[src/rtl/burst_clk_gen.sv]
// Gated, stoppable clock burst: a start launches a square wave of period 2*HALF_PERIOD,
// each completed period adds STEP to acc, and the burst ends at LIMIT or on abort.
module burst_clk_gen #(
  parameter int CNT_W       = 8,
  parameter int STEP        = 10,
  parameter int LIMIT       = 50,
  parameter int HALF_PERIOD = 1
) (
  input  logic             clk,
  input  logic             rstn,
  input  logic             start,
  input  logic             abort,
  output logic             clk_out,
  output logic             busy,
  output logic [CNT_W-1:0] acc,
  output logic             done,
  output logic             aborted,
  output logic             limit_flag
);

  // state | meaning
  // IDLE  | no burst; waits for start (ignored when abort is also high)
  // HIGH  | clk_out high phase, HALF_PERIOD cycles
  // LOW   | clk_out low phase; the last cycle completes a period and adds STEP

  localparam int PH_W = (HALF_PERIOD > 1) ? $clog2(HALF_PERIOD) : 1;
  localparam logic [PH_W-1:0] PH_LAST = PH_W'(HALF_PERIOD - 1);
  localparam logic [CNT_W:0]  STEP_X  = (CNT_W+1)'(STEP);
  localparam logic [CNT_W:0]  LIMIT_X = (CNT_W+1)'(LIMIT);

  if (LIMIT + STEP - 1 >= (1 << CNT_W)) begin : g_bad_limit
    $error("burst_clk_gen: LIMIT+STEP-1 must be below 2**CNT_W");
  end
  if (HALF_PERIOD < 1) begin : g_bad_half
    $error("burst_clk_gen: HALF_PERIOD must be at least 1");
  end

  typedef enum logic [1:0] {IDLE, HIGH, LOW} state_t;

  state_t          state;
  logic [PH_W-1:0] ph;
  logic [CNT_W:0]  nxt;

  // One extra bit so the limit compare is immune to truncation.
  always_comb nxt = {1'b0, acc} + STEP_X;

  always_ff @(posedge clk or negedge rstn) begin
    if (!rstn) begin
      state      <= IDLE;
      ph         <= '0;
      clk_out    <= 1'b0;
      busy       <= 1'b0;
      acc        <= '0;
      done       <= 1'b0;
      aborted    <= 1'b0;
      limit_flag <= 1'b0;
    end else begin
      done    <= 1'b0;
      aborted <= 1'b0;
      case (state)
        IDLE: begin
          if (start && !abort) begin
            state      <= HIGH;
            ph         <= '0;
            clk_out    <= 1'b1;
            busy       <= 1'b1;
            acc        <= '0;
            limit_flag <= 1'b0;
          end
        end
        HIGH, LOW: begin
          if (abort) begin
            state   <= IDLE;
            ph      <= '0;
            clk_out <= 1'b0;
            busy    <= 1'b0;
            aborted <= 1'b1;
          end else if (ph != PH_LAST) begin
            ph <= ph + 1'b1;
          end else if (state == HIGH) begin
            state   <= LOW;
            ph      <= '0;
            clk_out <= 1'b0;
          end else begin
            acc <= nxt[CNT_W-1:0];
            ph  <= '0;
            if (nxt >= LIMIT_X) begin
              state      <= IDLE;
              busy       <= 1'b0;
              done       <= 1'b1;
              limit_flag <= 1'b1;
            end else begin
              state   <= HIGH;
              clk_out <= 1'b1;
            end
          end
        end
        default: begin
          state   <= IDLE;
          clk_out <= 1'b0;
          busy    <= 1'b0;
        end
      endcase
    end
  end

endmodule

[config.mk]
export PLATFORM = sky130hd
export DESIGN_NAME = burst_clk_gen
export DESIGN_NICKNAME = d
export VERILOG_FILES = /design/src/rtl/burst_clk_gen.sv
export SDC_FILE = /design/constraint.sdc
export NUM_CORES = 1
export LEC_CHECK = 0
export BUFFER_PORTS_ARGS = -buffer_cell sky130_fd_sc_hd__buf_4
export CELL_PAD_IN_SITES_DETAIL_PLACEMENT = 0
export CELL_PAD_IN_SITES_GLOBAL_PLACEMENT = 1
export CORE_MARGIN = 2
export CORE_UTILIZATION = 39
export CTS_BUF_LIST = sky130_fd_sc_hd__clkbuf_16
export DETAILED_ROUTE_END_ITERATION = 12
export PLACE_DENSITY = 0.88
export SLEW_MARGIN = 0
export SYNTH_ARGS = -nofsm -noshare
export SYNTH_HDL_FRONTEND = slang
export SYNTH_SLANG_ARGS = --single-unit
[constraint.sdc]
create_clock -name clk -period 2.5 [get_ports clk]
set_clock_uncertainty 0.1 [all_clocks]
set_input_delay 0.25 -clock clk [delete_from_list [all_inputs] [get_ports clk]]
set_output_delay 0.25 -clock clk [all_outputs]
set_load 0.005 [all_outputs]
==> flow_summary.ini, run 1 <==
[logic_synthesis]
synth-edff-count = 0
synth.distinct_cells = 34
yosys_most_used_dff = dfrtp_1
synthCells = 98
synth.largest_area_cell = dfrtp_1
syn_area_um2 = 875
yosysMostFrequentCell = dfrtp_1
synth_top_family_by_area = simple AND/OR/NAND/NOR gates
yosys.area_share.adder = 0.0715
synth_compound_area_frac = 0.210
syn_nets = 107
async_flop_share = 1.00
ys_top_cells_by_area = dfrtp_1 40%, ha_1 7.2%, a21oi_1 5.7%
synth_xor_area_frac = 0
avgSynthCellArea_um2 = 8.92
yosys_warnings = 0
synthTopCellsByCount = 14 x dfrtp_1, 10 x a21oi_1, 7 x nand2_1
yosys.area_share.simple = 0.246
synth_top_area_share = 0.401
synth-seq-cells = 14
yosysSeqAreaShare = 0.401
synth.mux.area_fraction = 0.0129

[drt]
ant_nets = 0
first_pass_iters = 4
dr.first_iter.drc_count = 30
drt-vias-per-instance = 5.50
routedWlPerCell_um = 13.3
wirelength_um = 1880
vias = 781
drc = 0

[run]
max_cap_viol_count = 0

[timing]
worst_slack_ps = 244
drv_slew = 0
fmax_ghz = 0.443
whs_ps = 206
final-setup-viol-count = 0
fin_setup_tns_ps = 0
hold_viol = 0
fin_crit_sh = 0.902
fin_crit_ps = 2260
rsz0062_at_grt = false

[global_routing]
grt_pass1_vias = 691
grt_max_degree = 15
track_usage = 0.165
antenna_found_initial = 0
grt_first_pass_wirelength_um = 3220
grt-ovfl-total = 0

[power_and_ir_drop]
cellPowerDensity_nw_per_um2 = 1040
p_switching_uw = 410
clkPwrFrac = 0.271
ir_worst_vdd_v = 0.000574
pwr-share-seq = 0.310
switching_share = 0.364
power_frac_comb = 0.420
p_leak_uw = 0.000497
p_int_uw = 717

[clock_network]
htreeDepth = 1
clk_path_buf_depth = 2
clkLatencyLatePin_ps = 240
cts_buffers = 3
post-cts-setup-buffer-count = 0
clock-root-buffer = clkbuf_16
clk_pin_slew_ps = 50
cts_sinks = 14
tritoncts = yes

[die]
core-area_um2 = 2170
die_h_um = 51.4
die_area_um2 = 2640
row_count = 17
die_w_um = 51.4
start_util = 0.403
io_pins = 17

[layout]
nFillCells = 212
instances_no_fill = 142
area_growth_pct = 24.2
layout-drive-gt1-share = 0.193
n_antenna_cell = 0
final_core_util = 0.501
layout.nets = 124

[place]
dp_cells = 137
place_ws_ps = 297
hpwl_um = 1320
gp_congestion = 0.847
portBuffers = 15

[critical_path]
crit_type = register to register
cpMaxStageDelayCell = dfrtp_1
path_max_fanout = 9
slowest_delay_ps = 470
path_delay_family = compound AO/OA/AOI/OAI gates
crit_arrival_ps = 2280
cp-end-kind = register
critPathLaunchType = register
cp_num_buf_inv = 0
cp.required_ps = 2530
path_cells = ha_1, nor4b_1, a21oi_1, o211ai_1, o31ai_1, mux2_1

[min_path]
hold_class = input pin to register

[status]
status = completed
## stage by stage
stage / power, uW / cell area [um^2]
CTS: 1130 / 1090
floorplan: 686 / 875
global placement: 810 / 997
detailed placement: 817 / 997
global route: 1210 / 1090
finish: 1130 / 1090
## state kept, by name, indices dropped and copies added, names as in the netlist
| name | flops |
|---|---|
| limit_flag | 1 |
| done | 1 |
| clk_out | 1 |
| aborted | 1 |
| busy | 1 |
| acc | 7 |
| state | 2 |
## per-layer routing
metal,global-route usage,wire (um),vias up
met5,0,0,-
met4,0.0965,41,0
met1,0.232,855,365
met2,0.238,907,27
li1,-,-,385
met3,0.0263,77,4
## worst paths after layout
kind	startpoint	end	slack (ps)	cells past startpoint
setup / recovery	acc[1]	busy	240	6
max in group asynchronous	rstn	acc[4]	1840	2
hold / removal	abort	aborted	210	2
hold reg to reg	busy	busy	390	1
setup reg to reg	acc[1]	busy	240	6
min in group asynchronous	rstn	acc[7]	290	2
## worst reg2reg max path: stages, from the launching register on
cell and delay, ps:
dfrtp_1 470, ha_1 370, nor4b_1 260, a21oi_1 80, o211ai_1 410, o31ai_1 130
mux2_1 320
## area by class of cell
cell class / count / area [um^2] / area share
timing repair buffer: 16 / 123 / 0.113
clock buffer: 3 / 75.1 / 0.0691
clock inverter: 1 / 3.75 / 0.00346
tap: 28 / 35.0 / 0.0323
inverter: 6 / 22.5 / 0.0207
sequential: 14 / 350 / 0.323
multi-input combinational: 74 / 477 / 0.439
## layout by cell type, fill, tap and decap left out, drive strengths merged, types with 3 or more instances in the layout
cell type	n
a21oi	10
and2	3
buf	15
clkbuf	3
dfrtp	14
ha	5
inv	6
nand2	7
nand3	4
nor2	5
nor3	4
o21ai	9
o31ai	3
or3	3
## power groups by stage
| stage | sequential [uW] | combinational [uW] | clock (uW) |
|---|---|---|---|
| 4_1_cts | 348 | 474 | 310 |
| 2_1_floorplan | 343 | 343 | 0 |
| 3_5_place_dp | 351 | 466 | 0 |
| 6_report | 349 | 473 | 305 |
| 5_1_grt | 358 | 533 | 322 |
| 3_3_place_gp | 348 | 462 | 0 |
## timing repair
item                      CTS  global route
hold buffers                1             0
gates resized for setup     0             0
hold endpoints to repair   14             0
## kinds of logic after synthesis
group                      Yosys count
AOI/OAI and AO/OA                   30
DFF                                 14
other                                1
adders and majority gates            5
and+or+nand+nor                     37
muxes                                1
buffers and inverters               10
(Power assumes the default switching activity.)
==> run 2: changes to the inputs <==
Settings changed: CAP_MARGIN set to 30, CELL_PAD_IN_SITES_DETAIL_PLACEMENT 0 to 2, CELL_PAD_IN_SITES_GLOBAL_PLACEMENT 1 to 2, CORE_UTILIZATION 39 to 32, PLACE_DENSITY 0.88 to 0.89.
==> run 2 against run 1 <==
Effect of this change: design area grew 1.3%; routed wire length is 57% higher; sequential power is 3% higher; hold slack improved by 18 ps; critical path depth stayed put; largest power group unchanged; highest routed layer unchanged.
==> flow_summary.ini, run 2 (same netlist as run 1, synthesis figures left out) <==
[power_and_ir_drop]
ir_worst_vdd_v = 0.000557
p_leak_uw = 0.000506
p_int_uw = 727
p_total_uw = 1200
p_switching_uw = 476
clkPwrFrac = 0.255
switching_share = 0.396
cellPowerDensity_nw_per_um2 = 1090
power_frac_comb = 0.445
pwr-share-seq = 0.300

[place]
gp_congestion = 0.835
dp_cells = 140
hpwl_um = 1860
portBuffers = 15

[clock_network]
cts_resized = 0
tritoncts = yes
cts_buffers = 3
clock-root-buffer = clkbuf_16
cts_sinks = 14
htreeDepth = 1
clk_pin_slew_ps = 50
clk_path_buf_depth = 2
clkLatencyLatePin_ps = 250

[layout]
instances_no_fill = 145
mostFrequentLayoutCell = buf_4
largest_register_ff_count = 7
area_growth_pct = 25.8
layout-drive-gt1-share = 0.209
final_core_util = 0.432
layout.nets = 126
regMostFlops = acc
n_antenna_cell = 0
final_cell_mix = 17 x buf_4, 14 x dfrtp_1, 10 x a21oi_1
reg_top3 = acc: 7 flops, state: 2 flops

[drt]
dr.first_iter.drc_count = 19
ant_nets = 0
drt-vias-per-instance = 5.74
first_pass_iters = 4
wirelength_um = 2950
drc = 0
vias = 832
routedWlPerCell_um = 20.3

[critical_path]
critPathLaunchType = register
cp-end-kind = register
cpMaxStageDelayCell = dfrtp_1
crit-reg2reg-launch = acc[1]
path_cells = ha_1, or2_1, nor3_1, a21oi_1, o31ai_1, mux2_1
crit_arrival_ps = 2320
cp.required_ps = 2530
startpoint = acc[1]
crit_type = register to register
path_delay_family = flip-flops
cp_num_buf_inv = 0
path_max_fanout = 9
slowest_delay_ps = 490

[status]
status = completed

[global_routing]
grt_pass1_vias = 903
antenna_found_initial = 0
grt_max_degree = 15
grt_first_pass_wirelength_um = 5000
track_usage = 0.202
grt-ovfl-total = 0

[die]
row_count = 18
start_util = 0.344
die_w_um = 56.3
core-area_um2 = 2540
io_pins = 17
die_area_um2 = 3170
die_h_um = 56.3

[timing]
hold_viol = 0
whs_ps = 224
final-setup-viol-count = 0
fin_setup_tns_ps = 0
rsz0062_at_grt = false
fmax_ghz = 0.436
drv_slew = 0
fin_crit_ps = 2300
fin_crit_sh = 0.918

[min_path]
hold_class = input pin to register
hold_start = abort

[run]
max_cap_viol_count = 0
==> run 2: cell types whose count changed in the layout (fill, tap and decap cells not counted) <==
cell / delta
buf_4: +2
clkinv_1: -1
==> run 2: path summary, 6_finish.rpt <==
kind | slack, ps | cells after the start | to
min in group asynchronous | 300 | 2 | acc[7]
max in group asynchronous | 1810 | 2 | clk_out
hold / removal | 220 | 2 | aborted
setup reg to reg | 200 | 6 | busy
hold reg to reg | 390 | 1 | busy
setup / recovery | 200 | 6 | busy
==> run 2: final cells by class <==
| class | count | area [um^2] |
|---|---|---|
| clock buffers | 3 | 75.1 |
| fillers | 287 | 1450 |
| well taps | 30 | 37.5 |
| repair buffers | 18 | 138 |
| multi-input cells | 74 | 477 |
| inverters | 6 | 22.5 |
| flip-flops and latches | 14 | 350 |
==> run 2: stage by stage <==
stage          area, um^2  setup WS [ps]
3_3_place_gp         1010            295
4_1_cts              1090            196
6_report             1100            204
5_1_grt              1100           53.0
2_1_floorplan         875            492
3_5_place_dp         1010            237
==> run 2: worst reg2reg max path, delay by kind of cell (launching register included) <==
family	cells	cell delay [ps]
AND/OR/NAND/NOR	2	460
multiplexers	1	350
flip-flops	1	490
AO/OA/AOI/OAI	2	460
adder cells (fa/ha/maj)	1	320
==> run 2: power by group through the flow <==
stage	Clock (uW)	Sequential (uW)	Combinational, uW
2_1_floorplan	0	343	343
3_3_place_gp	0	352	478
3_5_place_dp	0	360	501
4_1_cts	310	358	534
5_1_grt	320	371	594
6_report	307	361	535
==> run 2: routing by layer <==
layer | vias to the layer above | global-route usage | wire, um | part of all wire
met2 | 16 | 0.323 | 1380 | 0.47
met4 | 0 | 0.0612 | 37 | 0.013
met1 | 429 | 0.287 | 1450 | 0.49
li1 | 383 | - | - | -
met5 | - | 0 | 0 | 0
met3 | 4 | 0.0207 | 80 | 0.027
==> run 2: what timing repair did <==
action                                  4_1_cts  5_1_grt
hold endpoints to repair                     14        0
hold buffers                                  1        0
endpoints found under the setup margin        0        1
setup buffers                                 0        1
